`src/rtl/final_fulladder.sv`:
```
// 4-bit registered adder/subtractor built from a ripple chain of full-adder cells.
// sel=0 computes a+b+cin; sel=1 computes a-b-cin with cout=1 meaning no borrow.

module final_fulladder_cell (
  input  logic i_x,
  input  logic i_y,
  input  logic i_c,
  output logic o_sum,
  output logic o_carry
);

  assign o_sum   = i_x ^ i_y ^ i_c;
  assign o_carry = (i_x & i_y) | (i_x & i_c) | (i_y & i_c);

endmodule

module final_fulladder (
  input  logic       clk,
  input  logic       rst_n,
  input  logic [3:0] a,
  input  logic [3:0] b,
  input  logic       cin,
  input  logic       sel,
  output logic [3:0] s,
  output logic       cout
);

  logic [3:0] w_y;
  logic [4:0] w_c;
  logic [3:0] w_sum;
  logic [3:0] r_s;
  logic       r_cout;

  // Subtract as a + ~b + ~cin, so an inverted borrow-in seeds the chain.
  assign w_y    = b ^ {4{sel}};
  assign w_c[0] = cin ^ sel;

  for (genvar gi = 0; gi < 4; gi++) begin : g_cell
    final_fulladder_cell u_cell (
      .i_x     (a[gi]),
      .i_y     (w_y[gi]),
      .i_c     (w_c[gi]),
      .o_sum   (w_sum[gi]),
      .o_carry (w_c[gi+1])
    );
  end

  always_ff @(posedge clk or negedge rst_n) begin
    if (!rst_n) begin
      r_s    <= 4'h0;
      r_cout <= 1'b0;
    end else begin
      r_s    <= w_sum;
      r_cout <= w_c[4];
    end
  end

  assign s    = r_s;
  assign cout = r_cout;

endmodule

```
`config.mk`:
```
export PLATFORM = sky130hd
export DESIGN_NAME = final_fulladder
export DESIGN_NICKNAME = d
export VERILOG_FILES = /design/src/rtl/final_fulladder.sv
export SDC_FILE = /design/constraint.sdc
export NUM_CORES = 1
export LEC_CHECK = 0
export ABC_AREA = 0
export CORE_AREA = 2 2 39 41
export DETAILED_ROUTE_END_ITERATION = 10
export DIE_AREA = 0 0 41 43
export GPL_TIMING_DRIVEN = 0
export MAX_ROUTING_LAYER = met4
export PLACE_DENSITY = 0.53
export REMOVE_ABC_BUFFERS = 1
export SLEW_MARGIN = 40
export SYNTH_ARGS = -nofsm -noshare
export SYNTH_HDL_FRONTEND = slang
export SYNTH_HIERARCHICAL = 1
export SYNTH_SLANG_ARGS = --single-unit
export TNS_END_PERCENT = 50
```
`constraint.sdc`:
```
create_clock -name clk -period 0.9 [get_ports clk]
set_clock_uncertainty 0.1 [all_clocks]
set_input_delay 0.135 -clock clk [delete_from_list [all_inputs] [get_ports clk]]
set_output_delay 0.135 -clock clk [all_outputs]
set_load 0.005 [all_outputs]
```
==> impl_metrics.csv, run 1 <==
group,metric,value,unit
grt,grt.overflow.total,0,
placement,io_buffers,16,
yosys,synth_top_area_share,48.1,%
drt,vias,182,
setup_path,cp-start-kind,"primary input",
drt,wl,486,um
sta,fin_crit_sh,210,%
placement,dp_slack,-1.91,ns
sta,fin_crit,1.89,ns
grt,antenna_found_initial,0,
cells_and_area,nFillCells,137,
outcome,status,"complete, but fails checks",
yosys,synthTopCellsByArea,"dfrtp_1 (48%), fa_1 (31%), xor2_1 (17%)",
floorplan,die_y,43,um
sta,finalSetupViolCount,9,
yosys,synth_edf_count,0,
grt,grt_pass1_vias,228,
grt,grt_usage,7.40,%
yosys,synth_commonest_cells,"dfrtp_1 (5), xor2_1 (5), fa_1 (4)",
power,ir_worst_vdd,364,uV
drt,wl_per_cell,9.53,um
setup_path,end_kind,"register",
cells_and_area,drive_above_1_share,45.7,%
yosys,ys_ff_latch,5,
floorplan,pin_count,17,
cells_and_area,final_cell_count_no_fill,51,
yosys,synth_simple_gate_area_share,0,%
clocking,cts_tree,"built",
yosys,synth_cells,15,
yosys,synth_top_family_by_area,"adder cells",
drt,vias_per_cell,3.57,
power,p_leak,0.200,nW
yosys,synth_seq_area_share,48.1,%
worst_hold_path,min_path_type,"in -> async",
sta,fmax,529,MHz
clocking,h-tree-depth,1,
sta,tightest_slew,0.203,ns
cells_and_area,multi_input_area,139,sq um
setup_path,arrival,1.90,ns
outcome,violations,"setup timing",
clocking,cts_num_sinks,5,
setup_path,slowest_delay,0.43,ns
cells_and_area,seqCellArea,125,sq um
clocking,cts-root-buf,"clkbuf_4",
drt,drcViolationCount,0,
job,drv_cap,0,
setup_path,critPathSlowestCell,"fa_1",
power,switchingPower,0.188,mW
sta,drv_slew,0,
yosys,synth_compound_area_share,0,%
yosys,synth_xor_area_share,16.8,%
sta,whs,0.00535,ns
yosys,synthMuxAreaShare,0,%
floorplan,die_w,41,um
yosys,async_flop_share,100,%
yosys,post_synth.cell_area_avg,17.4,sq um
power,power_frac_clock,33.1,%
cells_and_area,syn_to_final_growth,76.4,%
yosys,netlist_area,260,sq um
power,sequentialPowerShare,38.6,%
yosys,yosys.area_share.adder,30.8,%
setup_path,crit_top_cell,"fa_2",
setup_path,crit_required,0.91,ns
setup_path,crit_chain,"buf_6 -> xor2_2 -> fa_2 -> fa_2 -> fa_2 -> fa_1",
sta,rsz0062_at_grt,"yes",
cells_and_area,fin_nets,52,
sta,max_slew_margin,86.4,%
drt,ant_nets,0,
yosys,synth_largest_area_cell,"dfrtp_1",
drt,first_pass_iters,1,
setup_path,startpoint,"b[0]",
power,powerDensity,1660,mW/mm^2
floorplan,die_area,0.00176,sq mm
clocking,path_clk_slew,0.04,ns
clocking,cts_buffers,3,
yosys,ys_warn_count,6,
clocking,hold_buffers,0,
floorplan,fp.coreArea,0.00138,sq mm
floorplan,start_util,18.8,%
power,combPwrFrac,28.4,%
power,p_int,0.576,mW
drt,drt-initial-drc-count,0,
power,finalPower,0.764,mW
sta,worst_slack,-0.990,ns
clocking,clk_path_buf_depth,2,
placement,place_congestion,0.625,
yosys,ys_types,4,
grt,grt_max_degree,6,
setup_path,path_max_fanout,1,
setup_path,critPathKind,"in -> reg",
floorplan,fp-row-count,14,
sta,hold_viol,0,
yosys,synthFlopType,"dfrtp_1",
power,switching_share,24.6,%
placement,place_inst,46,
cells_and_area,antenna_cells,0,
grt,grt_pass1_wl,759,um
[metrics by stage]
step	utilization, %	instance area [sq um]	TNS, ns
global route	33.2	459	-3.37
finish	33.2	459	-3.11
detailed placement	31.0	429	-7.86
global placement	31.0	429	-7.56
CTS	34.4	477	-4.23
floorplan	-	249	-3.67
[repair_timing]
action,4_1_cts,5_1_grt
setup endpoints to repair,10,9
pin swaps,5,5
cloned,0,0
setup buffers,1,0
gates resized for setup,30,7
[state kept, by name, indices dropped and copies added, names as in the netlist]
| signal | count |
|---|---|
| cout | 1 |
| s | 4 |
[placed cells by master, fill, tap and decap left out, types with 3 or more instances in the layout]
cell type        synthesis  layout
dfrtp_1                  5       5
clkbuf_4                 0       3
clkdlybuf4s50_1          0       7
fa_2                     0       3
clkbuf_2                 0       5
xor2_1                   5       4
[worst max-delay path, delay by kind of cell]
family	cells	cell delay, ns
buffers and inverters	1	0.09
XOR/XNOR	1	0.17
adder cells (fa/ha/maj)	4	1.50
[worst paths after layout]
kind                                   to  slack [ns]
hold / removal             s[3]$_DFF_PN0_       0.005
setup / recovery           s[3]$_DFF_PN0_       -0.99
min in group clk           s[0]$_DFF_PN0_        0.24
max in group asynchronous  s[0]$_DFF_PN0_        0.52
[cells by family after synthesis]
family                     after synthesis
buffers and inverters                    1
xor gates and xnor gates                 5
DFF                                      5
adders and majority gates                4
[power by group through the flow]
stage               clock (mW)  sequential (mW)  combinational (mW)
floorplan                    0            0.309              0.0554
global placement             0            0.297               0.255
detailed placement           0            0.298               0.264
CTS                      0.266            0.295               0.253
global route             0.281            0.298               0.249
finish                   0.253            0.294               0.217
[final cells by class]
| class | count | area share (%) |
|---|---|---|
| timing repair buffer | 17 | 32.4 |
| multi-input combinational | 9 | 30.2 |
| sequential | 5 | 27.2 |
| clock buffer | 4 | 5.72 |
| tap | 16 | 4.36 |
[layer usage]
layer  wire (um)  track usage, %  part of all wire, %  up-vias
li1            -               -                    -       82
met1         132            4.68                   27       79
met5           0               -                    0        -
met2         244            12.2                   50       19
met4          19            10.0                  3.9        0
met3          90            1.57                   19        2
(Power assumes the default switching activity.)
==> inputs of run 2 (changes only) <==
--- a/config.mk
+++ b/config.mk
@@ -6,12 +6,14 @@
 export NUM_CORES = 1
 export LEC_CHECK = 0
 export ABC_AREA = 0
+export CELL_PAD_IN_SITES_DETAIL_PLACEMENT = 0
+export CELL_PAD_IN_SITES_GLOBAL_PLACEMENT = 1
 export CORE_AREA = 2 2 39 41
 export DETAILED_ROUTE_END_ITERATION = 10
 export DIE_AREA = 0 0 41 43
 export GPL_TIMING_DRIVEN = 0
 export MAX_ROUTING_LAYER = met4
-export PLACE_DENSITY = 0.53
+export PLACE_DENSITY = 0.64
 export REMOVE_ABC_BUFFERS = 1
 export SLEW_MARGIN = 40
 export SYNTH_ARGS = -nofsm -noshare
==> run 2 against run 1 <==
  * The run still ends with setup timing left
  * Count of clock-buffer cells in the layout unchanged
  * Die area unchanged
  * Sequential power about the same
  * Critical path type unchanged
  * Wire length up 9.5%
  * Global-route usage down 0.51 points
  * Combinational power up 5%
  * Worst hold slack better by 0.0031 ns
  * Utilization up 1.8 points
  * Via count up 1.1%
  * First-iteration DRC count unchanged
  * Critical endpoint unchanged
  * Design area up 5.4%
==> impl_metrics.csv, run 2 (same netlist as run 1, synthesis figures left out) <==
group,metric,value,unit
outcome,status,"complete, but fails checks",
outcome,violations,"setup timing",
grt,antenna_found_initial,0,
cells_and_area,nFillCells,140,
sta,drv_slew,0,
cells_and_area,layout_commonest_cell,"clkdlybuf4s50_1",
drt,drt-initial-drc-count,0,
floorplan,fp-row-count,14,
job,drv_cap,0,
grt,grt.overflow.total,0,
clocking,cts_buffers,3,
power,finalPower,0.775,mW
setup_path,end_kind,"register",
placement,io_buffers,16,
drt,wl,532,um
power,switchingPower,0.193,mW
sta,fin_crit_sh,211,%
setup_path,critical_path_buf_inv_count,1,
power,combPwrFrac,29.4,%
grt,grt_pass1_vias,204,
grt,grt_usage,6.89,%
setup_path,cp-start-kind,"primary input",
setup_path,critPathKind,"in -> reg",
floorplan,fp.coreArea,0.00138,sq mm
clocking,cts_tree,"built",
sta,hold_viol,0,
grt,grt_max_degree,6,
clocking,cts-root-buf,"clkbuf_4",
setup_path,slowest_delay,0.44,ns
setup_path,critPathSlowestCell,"fa_1",
clocking,cts_num_sinks,5,
worst_hold_path,min_path_type,"in -> async",
drt,ant_nets,0,
power,p_leak,0.213,nW
sta,fin_crit,1.90,ns
sta,whs,0.00848,ns
cells_and_area,drive_above_1_share,48.6,%
setup_path,cpLargestDelayFamily,"adder cells",
clocking,clk_path_buf_depth,2,
cells_and_area,fin_nets,52,
drt,wl_per_cell,10.4,um
setup_path,crit_required,0.91,ns
setup_path,arrival,1.91,ns
cells_and_area,mostFrequentLayoutCells,"clkdlybuf4s50_1 (6), dfrtp_1 (5), clkbuf_2 (5)",
cells_and_area,largest_register_ffs,4,
power,switching_share,25.0,%
floorplan,die_area,0.00176,sq mm
setup_path,crit_top_cell,"fa_2",
floorplan,pin_count,17,
cells_and_area,antenna_cells,0,
placement,place_congestion,0.607,
drt,vias,184,
power,powerDensity,1600,mW/mm^2
drt,first_pass_iters,1,
cells_and_area,syn_to_final_growth,86.1,%
cells_and_area,multi_input_area,158,sq um
cells_and_area,seqCellArea,125,sq um
drt,drcViolationCount,0,
placement,dp_slack,-1.92,ns
clocking,path_clk_slew,0.04,ns
power,ir_worst_vdd,404,uV
setup_path,path_max_fanout,1,
sta,fmax,526,MHz
power,sequentialPowerShare,38.0,%
floorplan,die_w,41,um
sta,fin_tns_setup,-3.07,ns
power,p_int,0.582,mW
sta,rsz0062_at_grt,"yes",
floorplan,die_y,43,um
sta,tightest_slew,0.211,ns
sta,max_slew_margin,85.9,%
setup_path,crit_chain,"buf_8 -> xor2_4 -> fa_2 -> fa_2 -> fa_2 -> fa_1",
cells_and_area,final_cell_count_no_fill,51,
placement,place_inst,46,
sta,finalSetupViolCount,9,
drt,vias_per_cell,3.61,
sta,worst_slack,-1.00,ns
power,power_frac_clock,32.6,%
floorplan,start_util,18.8,%
grt,grt_pass1_wl,710,um
clocking,h-tree-depth,1,
clocking,hold_buffers,0,
[run 2: changes by cell type in the layout (fill, tap and decap cells not counted), sizes merged]
| cell | before | now |
|---|---|---|
| clkdlybuf4s50 | 7 | 6 |
| dlymetal6s2s | 0 | 1 |
[run 2: layer usage]
metal  GRT usage, %  part of all wire [%]  up-vias
li1               -                     -       81
met1           5.39                    27       82
met2           10.9                    55       19
met3           1.57                    15        2
met4           8.00                   2.6        0
met5              -                     0        -
[run 2: what timing repair did]
action / CTS / global route
endpoints found under the setup margin: 10 / 10
pin swaps: 6 / 6
buffers inserted: 1 / 0
cloned: 0 / 0
gates resized for setup: 30 / 12
[run 2: final cells by class]
class,instances,share of cell area (%)
Timing Repair Buffer,17,32.0
Sequential cell,5,25.8
Clock buffer,4,5.43
Tap cell,16,4.13
Multi-Input combinational cell,9,32.6
[run 2: final timing paths]
check,startpoint,endpoint,slack [ns],cells after the start
max,b[0],s[3]$_DFF_PN0_,-1.00,6
min,rst_n,s[3]$_DFF_PN0_,0.008,1
max in group asynchronous,rst_n,s[0]$_DFF_PN0_,0.51,1
min in group clk,a[0],s[0]$_DFF_PN0_,0.23,2
[run 2: metrics by stage]
step / cell area (sq um) / util [%]
after floorplan: 249 / -
after global placement: 429 / 31.0
after detailed placement: 429 / 31.0
after CTS: 477 / 34.4
after global routing: 484 / 35.0
final: 484 / 35.0
[run 2: power by group through the flow]
stage	registers (mW)	clock network [mW]	logic, mW
2_1_floorplan	0.309	0	0.0554
3_3_place_gp	0.297	0	0.256
3_5_place_dp	0.299	0	0.266
4_1_cts	0.295	0.265	0.255
5_1_grt	0.298	0.282	0.265
6_report	0.295	0.253	0.228
==> inputs of run 3 (changes only) <==
--- a/config.mk
+++ b/config.mk
@@ -6,12 +6,14 @@
 export NUM_CORES = 1
 export LEC_CHECK = 0
 export ABC_AREA = 0
+export ABC_CLOCK_PERIOD_IN_PS = 900
 export CELL_PAD_IN_SITES_DETAIL_PLACEMENT = 0
 export CELL_PAD_IN_SITES_GLOBAL_PLACEMENT = 1
 export CORE_AREA = 2 2 39 41
 export DETAILED_ROUTE_END_ITERATION = 10
 export DIE_AREA = 0 0 41 43
 export GPL_TIMING_DRIVEN = 0
+export HOLD_SLACK_MARGIN = 0.08
 export MAX_ROUTING_LAYER = met4
 export PLACE_DENSITY = 0.64
 export REMOVE_ABC_BUFFERS = 1
==> results of run 3 <==
Same layout as run 2: the final DEF is identical, and so are final timing and power.
